<file path="src/rtl/thumb_fetch_pkg.sv">
// Shared types for the Thumb fetch stage: FSM states, FIFO entry layout, PC-read offset.
// THUMB_FETCH_WORD_REUSE_EN selects whether one word access fills two halfword entries.
package thumb_fetch_pkg;

  typedef enum logic [1:0] {
    IDLE = 2'd0,
    REQ  = 2'd1,
    DROP = 2'd2
  } fetch_state_t;

  typedef struct packed {
    logic [15:0] instr;
    logic [31:0] addr;
  } fifo_entry_t;

  localparam logic [31:0] PC_READ_OFFSET = 32'd4;

endpackage

</file>
<file path="src/rtl/thumb_fetch_fifo.sv">
// Halfword instruction buffer between fetch and decode; accepts one or two entries per push.
// Flush has priority over push and pop; pointers carry an extra wrap bit for full/empty.
module fetch_fifo
  import thumb_fetch_pkg::*;
#(
  parameter int DEPTH = 2
) (
  input  logic                     clk,
  input  logic                     reset,
  input  logic                     flush,
  input  logic                     push1,
  input  logic                     push2,
  input  fifo_entry_t              din0,
  input  fifo_entry_t              din1,
  input  logic                     pop,
  output fifo_entry_t              dout,
  output logic [$clog2(DEPTH):0]   count,
  output logic                     empty
);

  localparam int AW = $clog2(DEPTH);
  localparam logic [AW:0] PTR_ONE = (AW + 1)'(1);
  localparam logic [AW:0] PTR_TWO = (AW + 1)'(2);

  fifo_entry_t mem [DEPTH];
  logic [AW:0] wr_ptr;
  logic [AW:0] rd_ptr;
  logic [AW-1:0] wr_idx0;
  logic [AW-1:0] wr_idx1;

  assign wr_idx0 = wr_ptr[AW-1:0];
  assign wr_idx1 = wr_idx0 + AW'(1);
  assign count   = wr_ptr - rd_ptr;
  assign empty   = (count == '0);
  assign dout    = mem[rd_ptr[AW-1:0]];

  always_ff @(posedge clk or negedge reset) begin
    if (!reset) begin
      wr_ptr <= '0;
      rd_ptr <= '0;
    end else if (flush) begin
      wr_ptr <= '0;
      rd_ptr <= '0;
    end else begin
      if (push2)
        wr_ptr <= wr_ptr + PTR_TWO;
      else if (push1)
        wr_ptr <= wr_ptr + PTR_ONE;
      if (pop && !empty)
        rd_ptr <= rd_ptr + PTR_ONE;
    end
  end

  // Storage needs no reset: a slot is only read after it has been written.
  always_ff @(posedge clk) begin
    if (!flush) begin
      if (push1 || push2)
        mem[wr_idx0] <= din0;
      if (push2)
        mem[wr_idx1] <= din1;
    end
  end

endmodule

</file>
<file path="src/rtl/thumb_fetch.sv">
// Thumb fetch stage: word reads from instruction memory, halfword FIFO to decode, branch redirect.
// Define THUMB_FETCH_WORD_REUSE_EN to push both halfwords of each returned word.
//   state | meaning
//   IDLE  | no request outstanding; issue when the FIFO has room
//   REQ   | read outstanding; data is pushed on mem_ack
//   DROP  | read outstanding after a redirect; data is discarded on mem_ack
module thumb_fetch
  import thumb_fetch_pkg::*;
#(
  parameter logic [31:0] RESET_PC   = 32'h0000_0000,
  parameter int          FIFO_DEPTH = 2
) (
  input  logic        clk,
  input  logic        reset,
  input  logic        branch_taken,
  input  logic [31:0] branch_target,
  output logic        mem_req,
  output logic [31:0] mem_addr,
  input  logic        mem_ack,
  input  logic [31:0] mem_rdata,
  output logic [15:0] instruction,
  output logic [31:0] PC_out,
  output logic        instr_valid,
  input  logic        instr_ready
);

  localparam int AW = $clog2(FIFO_DEPTH);
`ifdef THUMB_FETCH_WORD_REUSE_EN
  localparam int ROOM_NEEDED = 2;
`else
  localparam int ROOM_NEEDED = 1;
`endif

  fetch_state_t state, state_nxt;
  logic [31:0]  pc, pc_nxt;
  logic [31:0]  req_addr, req_addr_nxt;
  logic [31:0]  word_base;

  logic         fifo_push1, fifo_push2, fifo_pop, fifo_flush, fifo_empty;
  fifo_entry_t  fifo_din0, fifo_din1, fifo_head;
  logic [AW:0]  fifo_count;
  logic         has_room;

  assign word_base = {pc[31:2], 2'b00};
  assign has_room  = (FIFO_DEPTH - int'(fifo_count)) >= ROOM_NEEDED;

  always_ff @(posedge clk or negedge reset) begin
    if (!reset) begin
      state    <= IDLE;
      pc       <= RESET_PC & ~32'd1;
      req_addr <= '0;
    end else begin
      state    <= state_nxt;
      pc       <= pc_nxt;
      req_addr <= req_addr_nxt;
    end
  end

  always_comb begin
    state_nxt       = state;
    pc_nxt          = pc;
    req_addr_nxt    = req_addr;
    fifo_push1      = 1'b0;
    fifo_push2      = 1'b0;
    fifo_flush      = branch_taken;
    fifo_din0.instr = mem_rdata[15:0];
    fifo_din0.addr  = word_base;
    fifo_din1.instr = mem_rdata[31:16];
    fifo_din1.addr  = word_base | 32'd2;

    case (state)
      IDLE: begin
        if (!branch_taken && has_room) begin
          state_nxt    = REQ;
          req_addr_nxt = word_base;
        end
      end
      REQ: begin
        // A redirect coinciding with the ack discards the word outright.
        if (branch_taken) begin
          state_nxt = mem_ack ? IDLE : DROP;
        end else if (mem_ack) begin
          state_nxt = IDLE;
`ifdef THUMB_FETCH_WORD_REUSE_EN
          if (pc[1]) begin
            fifo_push1 = 1'b1;
            fifo_din0  = fifo_din1;
          end else begin
            fifo_push2 = 1'b1;
          end
          pc_nxt = word_base + 32'd4;
`else
          fifo_push1 = 1'b1;
          if (pc[1])
            fifo_din0 = fifo_din1;
          pc_nxt = pc + 32'd2;
`endif
        end
      end
      DROP: begin
        if (mem_ack)
          state_nxt = IDLE;
      end
      default: state_nxt = IDLE;
    endcase

    if (branch_taken)
      pc_nxt = branch_target & ~32'd1;
  end

  assign fifo_pop = instr_valid && instr_ready && !branch_taken;

  fetch_fifo #(
    .DEPTH (FIFO_DEPTH)
  ) u_fifo (
    .clk   (clk),
    .reset (reset),
    .flush (fifo_flush),
    .push1 (fifo_push1),
    .push2 (fifo_push2),
    .din0  (fifo_din0),
    .din1  (fifo_din1),
    .pop   (fifo_pop),
    .dout  (fifo_head),
    .count (fifo_count),
    .empty (fifo_empty)
  );

  assign mem_req     = (state == REQ) || (state == DROP);
  assign mem_addr    = req_addr;
  assign instr_valid = !fifo_empty;
  assign instruction = instr_valid ? fifo_head.instr : 16'h0000;
  assign PC_out      = instr_valid ? (fifo_head.addr + PC_READ_OFFSET) : 32'h0000_0000;

endmodule

</file>
<file path="config.mk">
export PLATFORM = sky130hd
export DESIGN_NAME = thumb_fetch
export DESIGN_NICKNAME = d
export VERILOG_FILES = /design/src/rtl/thumb_fetch_pkg.sv /design/src/rtl/thumb_fetch_fifo.sv /design/src/rtl/thumb_fetch.sv
export SDC_FILE = /design/constraint.sdc
export NUM_CORES = 1
export LEC_CHECK = 0
export CAP_MARGIN = 10
export CELL_PAD_IN_SITES_DETAIL_PLACEMENT = 0
export CELL_PAD_IN_SITES_GLOBAL_PLACEMENT = 1
export CORE_UTILIZATION = 30
export CTS_BUF_LIST = sky130_fd_sc_hd__clkbuf_8 sky130_fd_sc_hd__clkbuf_16
export DETAILED_ROUTE_END_ITERATION = 8
export GPL_TIMING_DRIVEN = 0
export PLACE_DENSITY = 0.7
export SLEW_MARGIN = 20
export SYNTH_ARGS = -nofsm -noshare
export SYNTH_HDL_FRONTEND = slang
export SYNTH_HIERARCHICAL = 1
export SYNTH_SLANG_ARGS = --single-unit
</file>
<file path="constraint.sdc">
create_clock -name clk -period 10.2 [get_ports clk]
set_clock_uncertainty 0.2 [all_clocks]
set_input_delay 2.04 -clock clk [delete_from_list [all_inputs] [get_ports clk]]
set_output_delay 2.04 -clock clk [all_outputs]
set_load 0.02 [all_outputs]
</file>
==> flow_metrics.py <==
metrics = {
    "outcome": {
        "status": "complete, no violations",
    },
    "route": {
        "drt-initial-drc-count": 341,
        "antenna_left": 0,
        "first_pass_iters": 4,
        "viasPerCell": 4.954,
        "wl_per_cell_um": 18.91,
        "drc": 0,
        "vias": 6628,
        "finalWirelength_um": 25300,
    },
    "synth": {
        "syn_area_sq_mm": 0.009174,
        "synth_fa_ha_area_share_pct": 0.9547,
        "post_synth_inst_count": 752,
        "synth_edf_count": 96,
        "syn_avg_cell_area_sq_um": 12.20,
        "synth_xor_area_share_pct": 2.482,
        "ys_async_sr_fraction_pct": 41.10,
        "yosysSeqAreaShare_pct": 49.70,
        "synth_compound_area_share_pct": 6.001,
        "synth_top_family_by_area": "multiplexers",
        "synth_ff_type": "edfxtp_1",
        "yosysTopAreaCell": "edfxtp_1",
        "synth_cell_types": 52,
        "ys_warn_count": 6,
        "yosys.area_share.simple_pct": 12.97,
        "synthMuxAreaShare_pct": 24.25,
        "netlist_top_cells_area": "edfxtp_1 31%, mux2_2 18%, dfrtp_1 18%, mux2_4 3.3%, mux2_1 2.5%",
        "yosys_register_bits": 163,
        "yosysTopAreaCellShare_pct": 31.42,
    },
    "critical_path": {
        "startpoint_type": "flip-flop",
        "crit_chain": "clkbuf_1 > buf_2 > mux2_2 > ha_1 > and4_1 > clkbuf_1 > nand2_1 > clkbuf_1 > or4_1 > a21oi_1 > clkdlybuf4s50_1",
        "cp_max_fo": 10,
        "max_stage_delay_ns": 0.62,
        "cp_slowest_cell": "clkdlybuf4s50_1",
        "cpMostUsedCell": "clkbuf_1",
        "cp_data_required_time_ns": 7.96,
        "critPathArrivalTime_ns": 4.30,
        "end_kind": "output port",
        "critical_path_class": "reg -> out",
    },
    "grt": {
        "globalRouteTotalUtil_pct": 16.67,
        "met3_usage_pct": 2.899,
        "grt_pass1_vias": 6743,
        "use_met2_pct": 28.19,
        "grt_max_degree": 36,
        "overflow": 0,
        "antenna_found_initial": 1,
        "grt_pass1_wl_um": 38940,
        "use_met1_pct": 21.67,
        "top_usage_layer": "met2",
    },
    "die": {
        "ios": 151,
        "fp.dieH_um": 176.9,
        "core_sq_mm": 0.02987,
        "die_area_sq_mm": 0.03128,
        "start_util_pct": 30.71,
        "row_count": 63,
        "fp.dieW_um": 176.9,
    },
    "sta": {
        "fin_setup_tns_ns": 0,
        "clock.fmax_ghz": 0.1530,
        "worstMarginPinSlew_ns": 0.8335,
        "rsz0062_at_grt": "false",
        "period_share_pct": 64.08,
        "min_period_ns": 6.537,
        "hold_viol_final": 0,
        "setup_violations": 0,
        "timing.slew.headroom_pct": 44.43,
        "maxSlewViolCount": 0,
    },
    "run": {
        "drv_cap": 0,
    },
    "clock_tree": {
        "numCtsBuffers": 17,
        "cts_tree": "built",
        "cts_htree_levels": 4,
        "clockRootBuffer": "clkbuf_16",
        "insertion_delay_ns": 0.42,
        "cts-resized-gates": 0,
        "hold_buffers": 0,
        "clockBufferDepth": 2,
        "clk_pin_slew_worst_paths_ns": 0.06,
        "clock-sinks": 163,
        "post_cts_buffers": 0,
    },
    "power_and_ir_drop": {
        "power.leakage_nw": 4.315,
        "power_frac_seq_pct": 37.3,
        "power.switching_w": 0.0007550,
        "sw_frac_of_total_pct": 31.49,
        "intPower_w": 0.001643,
        "clockPowerShare_pct": 28.2,
        "powerDensity_mw_per_mm2": 200.8,
        "combinationalPowerShare_pct": 34.5,
        "vdd_drop_max_mv": 0.08273,
    },
    "finish": {
        "final_layout_size_suffix_gt1_share_pct": 24.71,
        "nNetsFinal": 1010,
        "fin_util_pct": 39.97,
        "area_growth_pct": 30.17,
    },
    "placement": {
        "port_buffers": 147,
        "place_congestion": 0.7733,
        "hpwl_um": 18230,
    },
    "hold_path": {
        "min_path_type": "reg -> reg",
    },
}
cells in the mapped netlist (all sizes together), types with 3 or more instances:
cell,instances
and3,4
nor3b,3
and4,7
o211ai,5
buf,23
dfrtp,67
mux2,190
xnor2,14
nor2b,21
or3,11
or4,30
edfxtp,96
a31oi,14
nor4,3
nand4,15
a21oi,20
o31ai,21
nand2,38
inv,17
clkbuf,25
o21ai,22
nor3,4
nand3,27
ha,7
and2,3
nor2,36
xor2,12
cell type report:
class / count / area (sq um)
repair buffers: 152 / 1599
diodes: 1 / 2.502
inverters: 18 / 67.56
clock buffers: 19 / 452.9
fillers: 2870 / 17930
flip-flops and latches: 163 / 4559
well taps: 390 / 488.0
multi-input cells: 534 / 4344
plain buffers: 48 / 259.0
clock inverters: 13 / 168.9
registers in the layout, summed over array words and instances, names as in the netlist:
register,cells
u_fifo/wr_ptr,2
u_fifo/rd_ptr,2
u_fifo/mem,96
state,2
mem_addr,30
pc,31
cells in the final DEF (no fill, tap or decap), types with 5 or more instances in the layout:
cell type,netlist,routed
nor2_1,36,34
a21oi_1,20,20
conb_1,2,13
clkbuf_1,25,25
and4_1,7,7
ha_1,7,7
nand2_1,38,38
edfxtp_1,96,96
buf_2,9,9
clkbuf_16,0,17
o21ai_0,22,22
inv_1,17,21
xor2_1,12,12
mux2_1,20,20
or3_1,10,10
buf_4,4,5
buf_6,7,7
a31oi_1,14,14
or4_1,29,29
nand4_1,15,15
mux2_2,150,150
o31ai_1,21,21
o211ai_1,5,5
nor2b_1,21,21
nand3_1,25,25
xnor2_1,14,14
clkdlybuf4s50_1,0,146
mux2_4,20,20
dfrtp_1,67,67
power by group through the flow:
stage | clock [W] | sequential (W) | combinational, W
6_report | 0.000677 | 0.000894 | 0.000827
5_1_grt | 0.000715 | 0.000911 | 0.000890
4_1_cts | 0.000689 | 0.000896 | 0.000834
3_5_place_dp | 0 | 0.000908 | 0.000829
3_3_place_gp | 0 | 0.000908 | 0.000815
2_1_floorplan | 0 | 0.000958 | 0.000402
final timing paths:
| path | from | to | slack [ns] | cells past startpoint |
|---|---|---|---|---|
| setup / recovery | u_fifo/rd_ptr[0] | PC_out[26] | 3.66 | 11 |
| hold / removal | mem_addr[15] | mem_addr[15] | 0.31 | 1 |
| setup reg to reg | state[1] | u_fifo/mem[1][40] | 7.18 | 8 |
| hold reg to reg | mem_addr[15] | mem_addr[15] | 0.31 | 1 |
| max in group asynchronous | reset | pc[11] | 7.83 | 2 |
| min in group asynchronous | reset | mem_addr[17] | 1.39 | 1 |
layer usage:
metal,part of all wire [%],up-vias
li1,-,3188
met1,45,3257
met2,49,157
met3,4.5,26
met4,1.6,0
met5,0,-
logic make-up after synthesis:
kind of cell | after synthesis
AOI/OAI and AO/OA | 89
xor gates and xnor gates | 26
adders and majority gates | 7
buffers and inverters | 66
DFF | 163
muxes | 191
other | 2
and+or+nand+nor | 208
per-stage QoR:
stage,hold slack (ns),instance area (sq um),power [W],worst slack [ns],instances
floorplan,0.3354,9215,0.001360,5.095,763
global placement,0.2894,11170,0.001723,2.739,1300
detailed placement,0.2948,11320,0.001737,4.087,1305
CTS,0.3093,11940,0.002419,3.604,1337
global route,0.3238,11940,0.002516,3.382,1338
finish,0.3089,11940,0.002398,3.663,1338
worst max-delay path: cells and delay by family (launching register included):
kind	cells	cell delay, ns
fa+ha+maj	1	0.20
buf+inv	5	1.99
simple gates	3	0.88
mux	1	0.26
compound gates	1	0.16
flops	1	0.36
Note: power is estimated with default switching activity, not from simulation.
